`src/rtl/soc_bus_pkg.sv`:
```
// Shared types, constants and helpers for the SoC bus fabric.
package soc_bus_pkg;

  typedef enum logic [1:0] {
    IDLE = 2'd0,
    WAIT = 2'd1,
    ACKW = 2'd2
  } state_t;

  localparam logic [3:0] WAIT_ACK_MODE = 4'hF;
  localparam int         TMO_W         = 10;

  // Slave index width; a single-slave fabric still needs one bit to index.
  function automatic int idx_w(input int n);
    return (n > 1) ? $clog2(n) : 1;
  endfunction

  function automatic logic [31:0] byte_swap32(input logic [31:0] x);
    return {x[7:0], x[15:8], x[23:16], x[31:24]};
  endfunction

endpackage

```
`src/rtl/soc_bus_fabric_if.sv`:
```
// Core-side and slave-side signals of the bus fabric, plus the FSM debug state.
// Handshake: a core access is valid in any cycle with m_req=1; while m_stall=1 the core holds
// m_addr/m_we/m_wdata/m_req, the first cycle with m_stall=0 completes it, and m_rdata/m_err
// belong to that access in the following cycle. Slaves see s_sel for the whole access.
interface soc_bus_fabric_if
  import soc_bus_pkg::*;
#(
  parameter int NSLV = 4,
  parameter int AW   = 32
);
  logic [AW-1:0]        m_addr;
  logic                 m_req;
  logic [3:0]           m_we;
  logic [31:0]          m_wdata;
  logic [31:0]          m_rdata;
  logic                 m_stall;
  logic                 m_err;
  logic [NSLV-1:0]      s_sel;
  logic [AW-1:0]        s_addr;
  logic [3:0]           s_we;
  logic [NSLV*32-1:0]   s_wdata;
  logic [NSLV*32-1:0]   s_rdata;
  logic [NSLV-1:0]      s_ack;
  state_t               dbg_state;

  modport slave (
    input  m_addr, m_req, m_we, m_wdata, s_rdata, s_ack,
    output m_rdata, m_stall, m_err, s_sel, s_addr, s_we, s_wdata, dbg_state
  );

  modport master (
    output m_addr, m_req, m_we, m_wdata, s_rdata, s_ack,
    input  m_rdata, m_stall, m_err, s_sel, s_addr, s_we, s_wdata, dbg_state
  );
endinterface

```
`src/rtl/bus_wait_ctrl.sv`:
```
// Access sequencer: wait-state countdown, ack wait and ack timeout for one access at a time.
module bus_wait_ctrl
  import soc_bus_pkg::*;
#(
  parameter int TMO_CYCLES = 255
) (
  input  logic       clk_i,
  input  logic       rst_i,
  input  logic       start_i,
  input  logic [3:0] wait_code_i,
  input  logic       ack_i,
  output logic       stall_o,
  output logic       done_o,
  output logic       timeout_o,
  output logic       busy_o,
  output state_t     state_o
);

  state_t           state_q, state_d;
  logic [3:0]       cnt_q, cnt_d;
  logic [TMO_W-1:0] tmo_q, tmo_d;

  always_ff @(posedge clk_i or negedge rst_i) begin
    if (!rst_i) begin
      state_q <= IDLE;
      cnt_q   <= '0;
      tmo_q   <= '0;
    end else begin
      state_q <= state_d;
      cnt_q   <= cnt_d;
      tmo_q   <= tmo_d;
    end
  end

  // tmo_q counts stall cycles already spent, the request cycle included.
  always_comb begin
    state_d   = state_q;
    cnt_d     = cnt_q;
    tmo_d     = tmo_q;
    stall_o   = 1'b0;
    done_o    = 1'b0;
    timeout_o = 1'b0;
    case (state_q)
      IDLE: begin
        if (start_i) begin
          if (wait_code_i == 4'h0) begin
            done_o = 1'b1;
          end else if (wait_code_i == WAIT_ACK_MODE) begin
            if (ack_i) begin
              done_o = 1'b1;
            end else begin
              stall_o = 1'b1;
              tmo_d   = TMO_W'(1);
              state_d = ACKW;
            end
          end else begin
            stall_o = 1'b1;
            cnt_d   = wait_code_i - 4'd1;
            state_d = WAIT;
          end
        end
      end
      WAIT: begin
        if (cnt_q != 4'h0) begin
          stall_o = 1'b1;
          cnt_d   = cnt_q - 4'd1;
        end else begin
          done_o  = 1'b1;
          state_d = IDLE;
        end
      end
      ACKW: begin
        if (ack_i) begin
          done_o  = 1'b1;
          state_d = IDLE;
        end else if (tmo_q == TMO_W'(TMO_CYCLES)) begin
          timeout_o = 1'b1;
          state_d   = IDLE;
        end else begin
          stall_o = 1'b1;
          tmo_d   = tmo_q + TMO_W'(1);
        end
      end
      default: state_d = IDLE;
    endcase
  end

  assign busy_o  = (state_q != IDLE);
  assign state_o = state_q;

endmodule

```
`src/rtl/soc_bus_fabric.sv`:
```
// N-slave bus fabric: address decode, per-slave byte swap, registered read-back select, stall/error.
module soc_bus_fabric
  import soc_bus_pkg::*;
#(
  parameter int                 NSLV       = 4,
  parameter int                 AW         = 32,
  parameter logic [NSLV*8-1:0]  SLV_BASE   = {8'he2, 8'he1, 8'h40, 8'h00},
  parameter logic [NSLV*8-1:0]  SLV_MASK   = {NSLV{8'hff}},
  parameter logic [NSLV-1:0]    SLV_SWAP   = 4'b1100,
  parameter logic [NSLV*4-1:0]  SLV_WAIT   = 16'h0000,
  parameter int                 TMO_CYCLES = 255,
  parameter bit                 MISS_ERR   = 1'b1
) (
  input  logic             clk_i,
  input  logic             rst_i,
  soc_bus_fabric_if.slave  bus
);

  localparam int IW = idx_w(NSLV);

  logic [7:0]      slot;
  logic [NSLV-1:0] hit;
  logic            hit_any;
  logic [IW-1:0]   hit_idx, act_idx, cur_q, sel_idx_q;
  logic            sel_v_q, err_q;
  logic [3:0]      wait_code;
  logic            act_ack, start, in_txn, we_en;
  logic            stall, done, timeout, busy;
  logic [31:0]     rdata;

  assign slot = bus.m_addr[AW-1:AW-8];

  // Scanning downwards lets the lowest-index hit overwrite any higher one.
  always_comb begin
    hit     = '0;
    hit_any = 1'b0;
    hit_idx = '0;
    for (int i = NSLV - 1; i >= 0; i--) begin
      hit[i] = ((slot ^ SLV_BASE[i*8 +: 8]) & SLV_MASK[i*8 +: 8]) == 8'h00;
      if (hit[i]) begin
        hit_any = 1'b1;
        hit_idx = IW'(i);
      end
    end
  end

  assign act_idx = busy ? cur_q : hit_idx;

  always_comb begin
    wait_code = 4'h0;
    act_ack   = 1'b0;
    for (int i = 0; i < NSLV; i++) begin
      if (act_idx == IW'(i)) begin
        wait_code = SLV_WAIT[i*4 +: 4];
        act_ack   = bus.s_ack[i];
      end
    end
  end

  assign start = bus.m_req & hit_any & ~busy;

  bus_wait_ctrl #(.TMO_CYCLES(TMO_CYCLES)) u_ctrl (
    .clk_i       (clk_i),
    .rst_i       (rst_i),
    .start_i     (start),
    .wait_code_i (wait_code),
    .ack_i       (act_ack),
    .stall_o     (stall),
    .done_o      (done),
    .timeout_o   (timeout),
    .busy_o      (busy),
    .state_o     (bus.dbg_state)
  );

  // Ack-mode slaves see write enables for the whole access; wait-state slaves only on completion.
  assign in_txn = start | busy;
  assign we_en  = done | (in_txn & (wait_code == WAIT_ACK_MODE));

  // Combinational outputs are gated by reset so they drop the moment rst_i falls.
  assign bus.m_stall = stall & rst_i;
  assign bus.s_sel   = (in_txn & rst_i) ? (NSLV'(1) << act_idx) : '0;
  assign bus.s_we    = (we_en & rst_i) ? bus.m_we : 4'h0;
  assign bus.s_addr  = bus.m_addr;

  for (genvar g = 0; g < NSLV; g++) begin : g_wdata
    assign bus.s_wdata[g*32 +: 32] = SLV_SWAP[g] ? byte_swap32(bus.m_wdata) : bus.m_wdata;
  end

  always_ff @(posedge clk_i or negedge rst_i) begin
    if (!rst_i) begin
      cur_q     <= '0;
      sel_v_q   <= 1'b0;
      sel_idx_q <= '0;
      err_q     <= 1'b0;
    end else begin
      if (start) cur_q <= hit_idx;
      sel_v_q   <= done;
      sel_idx_q <= act_idx;
      err_q     <= timeout | (MISS_ERR & bus.m_req & ~hit_any & ~busy);
    end
  end

  always_comb begin
    rdata = 32'h0;
    for (int i = 0; i < NSLV; i++) begin
      if (sel_v_q && sel_idx_q == IW'(i)) begin
        rdata = SLV_SWAP[i] ? byte_swap32(bus.s_rdata[i*32 +: 32]) : bus.s_rdata[i*32 +: 32];
      end
    end
  end

  assign bus.m_rdata = rdata;
  assign bus.m_err   = err_q;

endmodule

```
`src/flat_wrapper.sv`:
```
// flat-port wrapper written by rule: the top's interface ports become plain ports
module soc_bus_fabric_flat import soc_bus_pkg::*;
#(
  parameter int                 NSLV       = 4,
  parameter int                 AW         = 32,
  parameter logic [NSLV*8-1:0]  SLV_BASE   = {8'he2, 8'he1, 8'h40, 8'h00},
  parameter logic [NSLV*8-1:0]  SLV_MASK   = {NSLV{8'hff}},
  parameter logic [NSLV-1:0]    SLV_SWAP   = 4'b1100,
  parameter logic [NSLV*4-1:0]  SLV_WAIT   = 16'h0000,
  parameter int                 TMO_CYCLES = 255,
  parameter bit                 MISS_ERR   = 1'b1
)
  (clk_i, rst_i, bus_m_addr, bus_m_req, bus_m_we, bus_m_wdata, bus_s_rdata, bus_s_ack, bus_m_rdata, bus_m_stall, bus_m_err, bus_s_sel, bus_s_addr, bus_s_we, bus_s_wdata, bus_dbg_state);
  soc_bus_fabric_if #(.NSLV(NSLV), .AW(AW)) bus_i ();
  input  logic clk_i;
  input  logic rst_i;
  input wire logic [$bits(bus_i.m_addr)-1:0] bus_m_addr;
  input wire logic [$bits(bus_i.m_req)-1:0] bus_m_req;
  input wire logic [$bits(bus_i.m_we)-1:0] bus_m_we;
  input wire logic [$bits(bus_i.m_wdata)-1:0] bus_m_wdata;
  input wire logic [$bits(bus_i.s_rdata)-1:0] bus_s_rdata;
  input wire logic [$bits(bus_i.s_ack)-1:0] bus_s_ack;
  output wire logic [$bits(bus_i.m_rdata)-1:0] bus_m_rdata;
  output wire logic [$bits(bus_i.m_stall)-1:0] bus_m_stall;
  output wire logic [$bits(bus_i.m_err)-1:0] bus_m_err;
  output wire logic [$bits(bus_i.s_sel)-1:0] bus_s_sel;
  output wire logic [$bits(bus_i.s_addr)-1:0] bus_s_addr;
  output wire logic [$bits(bus_i.s_we)-1:0] bus_s_we;
  output wire logic [$bits(bus_i.s_wdata)-1:0] bus_s_wdata;
  output wire logic [$bits(bus_i.dbg_state)-1:0] bus_dbg_state;
  assign bus_i.m_addr = bus_m_addr;
  assign bus_i.m_req = bus_m_req;
  assign bus_i.m_we = bus_m_we;
  assign bus_i.m_wdata = bus_m_wdata;
  assign bus_i.s_rdata = bus_s_rdata;
  assign bus_i.s_ack = bus_s_ack;
  assign bus_m_rdata = bus_i.m_rdata;
  assign bus_m_stall = bus_i.m_stall;
  assign bus_m_err = bus_i.m_err;
  assign bus_s_sel = bus_i.s_sel;
  assign bus_s_addr = bus_i.s_addr;
  assign bus_s_we = bus_i.s_we;
  assign bus_s_wdata = bus_i.s_wdata;
  assign bus_dbg_state = bus_i.dbg_state;
  soc_bus_fabric #(.NSLV(NSLV), .AW(AW), .SLV_BASE(SLV_BASE), .SLV_MASK(SLV_MASK), .SLV_SWAP(SLV_SWAP), .SLV_WAIT(SLV_WAIT), .TMO_CYCLES(TMO_CYCLES), .MISS_ERR(MISS_ERR)) u_core (.clk_i(clk_i), .rst_i(rst_i), .bus(bus_i));
endmodule
```
`config.mk`:
```
export PLATFORM = sky130hd
export DESIGN_NAME = soc_bus_fabric_flat
export DESIGN_NICKNAME = d
export VERILOG_FILES = /design/src/rtl/soc_bus_pkg.sv /design/src/rtl/soc_bus_fabric_if.sv /design/src/rtl/bus_wait_ctrl.sv /design/src/rtl/soc_bus_fabric.sv /design/src/flat_wrapper.sv
export SDC_FILE = /design/constraint.sdc
export NUM_CORES = 1
export LEC_CHECK = 0
export CAP_MARGIN = 20
export CORE_AREA = 2 2 158 160
export DETAILED_ROUTE_END_ITERATION = 8
export DIE_AREA = 0 0 160 162
export SYNTH_ARGS = -nofsm -noshare
export SYNTH_HDL_FRONTEND = slang
export SYNTH_SLANG_ARGS = --single-unit
export TNS_END_PERCENT = 5
```
`constraint.sdc`:
```
create_clock -name clk_i -period 3.5 [get_ports clk_i]
set_input_delay 1.05 -clock clk_i [delete_from_list [all_inputs] [get_ports clk_i]]
set_output_delay 1.05 -clock clk_i [all_outputs]
set_load 0.01 [all_outputs]
```
==> flow_summary.yaml <==
global_route:
  busiest_layer: "met2"
  met1_usage_pct: 6.70
  antenna_found_initial: 0
  first_global_vias: 2095
  grtUsageTotal_pct: 6.62
  grt_pass1_wl_um: 13200
  grt_max_degree: 33
  met2_usage_pct: 11.5
  use_met3_pct: 2.66
  grt_overflow: 0
final_layout:
  area_growth_pct: 47.9
  instances_no_fill: 635
  fin_util_pct: 15.3
  drive_above_1_share_pct: 20.9
  mostFrequentLayoutCell: "clkdlybuf4s50_1"
  mostFrequentLayoutCells: "clkdlybuf4s50_1 (142), dlygate4sd2_1 (39), and2_1 (32), mux4_2 (31), buf_4 (17)"
  antenna_cells_inserted: 0
  nNetsFinal: 515
floorplanning:
  chipWidth_um: 160
  row_count: 57
  start_util_pct: 10.3
  core_area_sq_um: 24100
  die_area_sq_um: 25900
  die_h_um: 162
  io_pins: 407
drt:
  drt_iter0_markers: 112
  drt-pass1-iter-count: 4
  post-route-drc-count: 0
  num_vias: 1952
  wl_per_cell_um: 14.7
  wl_um: 9350
  viasPerCell: 3.07
  ant_nets: 0
sta:
  fin_setup_tns_ns: 0
  fin_crit_ns: 3.49
  whs_ns: 1.14
  slew_viol_final: 0
  finalSetupViolations: 0
  hold_violations: 0
  finalCritPeriodShare_pct: 99.7
  rsz0062_at_grt: "no"
  max_freq_mhz: 287
synth:
  synth_area_per_cell_sq_um: 9.30
  yosysWarningCount: 0
  syn_area_sq_um: 2490
  yosysSeqAreaShare_pct: 4.01
  synth_simple_gate_area_share_pct: 11.6
  yosys_register_bits: 4
  synthCells: 268
  ys_types: 22
  synthXorXnorAreaFrac_pct: 0.351
  muxShareOfSynthArea_pct: 29.2
  synth_top_family_by_area: "buffers and inverters"
  yosys.area_share.adder_pct: 0
  synth_compound_area_share_pct: 1.35
place:
  place.port_buffers: 191
  dp_cells: 628
  globalplace.congestion: 0.782
  dpl.hpwl_um: 8090
pwr:
  cellLeakagePower_nw: 1.44
  fin_total_pwr_w: 0.000474
  cellPowerDensity_nw_per_um2: 129
  ir_drop_mv: 0.0987
run:
  maxCapViolCount: 0
critical_path:
  arrival_ns: 2.44
  endpoint_kind: "output port"
  required_ns: 2.45
  cpPeakStageDelay_ns: 0.49
  cp_slowest_cell: "mux4_2"
  crit_path_max_fanout: 1
  path_cells: "clkdlybuf4s50_1 > mux4_2 > and2_1 > dlygate4sd2_1"
  startpoint_type: "input port"
  critPathKind: "input port to output port"
clock_network:
  cts.htree.levels: 1
  cts_root_buf: "clkbuf_16"
  cts_tree: "yes"
  cts_inserted_buffers: 3
  clock-sinks: 4
  ctsHoldBuffers: 0
  cts_buffer_depth: 2
  clk_pin_slew_ns: 0.03
hold_path:
  min_path_type: "input port to asynchronous set/reset pin"
outcome:
  status: "finished clean"
[what timing repair did]
action,CTS,global route
setup buffers,3,0
pin swaps,2,1
setup endpoints to repair,40,10
gates resized for setup,53,21
[critical path, delay by kind of cell]
kind | cells | cell delay (ns)
muxes | 1 | 0.49
and+or+nand+nor | 1 | 0.18
buffers and inverters | 2 | 0.72
[report_power, final]
| part | switching (W) | total (W) | internal (W) |
|---|---|---|---|
| clock | 0.0000349 | 0.000186 | 0.000151 |
| combinational | 0.0000565 | 0.000241 | 0.000184 |
| sequential | 0.000000384 | 0.0000478 | 0.0000474 |
[cell usage after synthesis, drive strengths merged]
| master | number | area share [%] |
|---|---|---|
| a21boi | 1 | 0.30 |
| dfrtp | 4 | 4.0 |
| xor2 | 1 | 0.35 |
| nor4 | 1 | 0.25 |
| mux4 | 32 | 29 |
| nand2b | 1 | 0.25 |
| nor4b | 1 | 0.35 |
| a21oi | 4 | 0.80 |
| and2 | 32 | 8.0 |
| conb | 1 | 0.15 |
| nor3 | 4 | 0.80 |
| and3 | 2 | 0.50 |
| nand2 | 3 | 0.45 |
| o22ai | 1 | 0.25 |
| clkbuf | 3 | 0.45 |
| inv | 2 | 0.30 |
| buf | 170 | 53 |
| nand3 | 5 | 1.0 |
[final timing paths]
path	start	end	slack [ns]	depth (start not counted)
worst max-delay path	bus_s_rdata[92]	bus_m_rdata[4]	0.01	4
worst min-delay path	rst_i	u_core.sel_idx_q[1]$_DFF_PN0_	1.14	2
max in group asynchronous	rst_i	u_core.sel_idx_q[0]$_DFF_PN0_	2.23	2
min in group clk_i	bus_m_addr[28]	u_core.sel_idx_q[1]$_DFF_PN0_	1.36	5
[logic make-up after synthesis]
| family | Yosys count |
|---|---|
| AO/OA/AOI/OAI | 6 |
| XOR/XNOR | 1 |
| buffers and inverters | 175 |
| flip-flops | 4 |
| multiplexers | 32 |
| other | 1 |
| AND/OR/NAND/NOR | 49 |
[per-stage QoR]
step	setup WS, ns	area (sq um)
floorplan	0.533	2500
global placement	-0.420	3640
detailed placement	-0.445	3640
CTS	-0.0471	3690
global route	0.000257	3690
finish	0.0115	3690
[sequential cells by signal, summed over array words and instances, names as in the netlist]
name,count
u_core.bus.m_err,1
u_core.sel_v_q,1
u_core.sel_idx_q,2
[final cells by class]
class / count / area [sq um]
clock buffer: 4 / 78.8
timing repair buffer: 210 / 2000
multi-input combinational: 91 / 1090
fill: 2745 / 20400
sequential: 4 / 101
tap: 324 / 405
inverter: 2 / 7.51
[per-layer routing]
layer	up-vias	share of wire [%]
li1	833	-
met1	897	33
met2	179	48
met3	43	14
met4	0	5.0
met5	-	0
No activity file was read; power rests on OpenSTA's default activity.
==> patch, RTL diff (same flow settings) <==
`MISS_ERR` is set to 1'b1 in 2 places; all go to 1'b0.
--- a/src/rtl/soc_bus_fabric.sv
+++ b/src/rtl/soc_bus_fabric.sv
@@ -9,7 +9,7 @@
   parameter logic [NSLV-1:0]    SLV_SWAP   = 4'b1100,
   parameter logic [NSLV*4-1:0]  SLV_WAIT   = 16'h0000,
   parameter int                 TMO_CYCLES = 255,
-  parameter bit                 MISS_ERR   = 1'b1
+  parameter bit                 MISS_ERR   = 1'b0
 ) (
   input  logic             clk_i,
   input  logic             rst_i,
--- a/src/flat_wrapper.sv
+++ b/src/flat_wrapper.sv
@@ -8,7 +8,7 @@
   parameter logic [NSLV-1:0]    SLV_SWAP   = 4'b1100,
   parameter logic [NSLV*4-1:0]  SLV_WAIT   = 16'h0000,
   parameter int                 TMO_CYCLES = 255,
-  parameter bit                 MISS_ERR   = 1'b1
+  parameter bit                 MISS_ERR   = 1'b0
 )
   (clk_i, rst_i, bus_m_addr, bus_m_req, bus_m_we, bus_m_wdata, bus_s_rdata, bus_s_ack, bus_m_rdata, bus_m_stall, bus_m_err, bus_s_sel, bus_s_addr, bus_s_we, bus_s_wdata, bus_dbg_state);
   soc_bus_fabric_if #(.NSLV(NSLV), .AW(AW)) bus_i ();
Check against the original RTL: not equivalent (Yosys sat finds a counterexample within 4 cycles, from zero or initial values and one cycle with rst_i low).
==> patch against the unedited design <==
Critical path depth is the same; cell count shrank 0.31%; total power shrank 4.9%; sequential cell count shrank 1; worst setup slack gained 19 ps; synthesized cell count shrank 0.37%; final area shrank 0.92%; clock power shrank 4%; area after synthesis shrank 0.95%; largest cell class unchanged; wire length grew 5.2%; hold slack gained 6.9 ps.
==> patch: results <==
group,metric,value,unit
setup_path,cp.arrival,2420,ps
global_route,grt_pass1_vias,2127,
global_route,met1_usage,6.30,%
finish,signal_buffers,208,
sta,fmax,288,MHz
finish,nets,512,
place,preCtsSetupSlack,-343,ps
yosys,yosys.area_share.xor_xnor,0.355,%
clocking,post_cts.repair.setup_buffers,2,
yosys,synth_top_area_share,49.8,%
drt,vias,1960,
finish,post_layout_nonfiller_instances,633,
finish,n_all_inverters,2,
finish,fill_cells,2767,
global_route,antenna_found_initial,3,
place,gp_congestion,0.752,
pwr,p_leak,1.41,nW
status,status,"finished clean",
global_route,grt_pass1_wl,13700,um
finish,diodes,1,
pwr,switchingPower,0.0000827,W
pwr,pwr-share-seq,7.8,%
yosys,ys_seq_area_share,3.04,%
yosys,yosys-top-cells-area,"buf_4 50%, mux4_2 27%, and2_1 8.1%",
place,placed_cell_area,3590,um2
place,dpl.hpwl,8320,um
setup_path,endpoint,"bus_m_rdata[15]",
finish,seq_share,2.09,%
yosys,ys_ff_latch,3,
yosys,syn_avg_cell_area,9.25,um2
finish,nonClkBufAreaFrac,54.4,%
place,io_buffers,190,
global_route,grt_use_met3,3.45,%
pwr,power_frac_comb,52.6,%
finish,drive_gt1_share,22.1,%
yosys,synth_compound_area_share,1.37,%
setup_path,crit_fanout,1,
global_route,gr-usage-met2,12.4,%
clocking,cts_root_buf,"clkbuf_16",
clocking,cts_made_buffers,3,
clocking,cts_resized,55,
yosys,ys_top_cells_by_count,"164 x buf_4, 32 x and2_1, 30 x mux4_2",
finish,clkCellAreaFrac,2.16,%
drt,routed_wl,9840,um
finish,utilization,15.2,%
setup_path,crit_path_start,"bus_s_rdata[119]",
yosys,synth.mux.area_fraction,29.5,%
place,placed_cells,624,
patch: worst min path at each step:
| stage | from | end | slack, ps | cells past startpoint |
|---|---|---|---|---|
| detailed placement | rst_i | u_core.sel_idx_q[1]$_DFF_PN0_ | 1370 | 2 |
| finish | rst_i | u_core.sel_idx_q[0]$_DFF_PN0_ | 1150 | 2 |
| floorplan | rst_i | u_core.sel_idx_q[0]$_DFF_PN0_ | 750 | 0 |
| global placement | rst_i | u_core.sel_v_q$_DFF_PN0_ | 1360 | 2 |
| global route | rst_i | u_core.sel_idx_q[0]$_DFF_PN0_ | 1170 | 2 |
| CTS | rst_i | u_core.sel_idx_q[0]$_DFF_PN0_ | 1140 | 2 |
patch: worst max-delay path, stage by stage:
cell	delay (ps)
clkdlybuf4s50_1	440
mux4_2	470
and2_1	170
dlygate4sd2_1	280
patch: routing by layer:
layer	up-vias	wire, um
met1	875	3070
met5	-	0
met3	68	1480
met4	0	468
met2	193	4820
li1	824	-
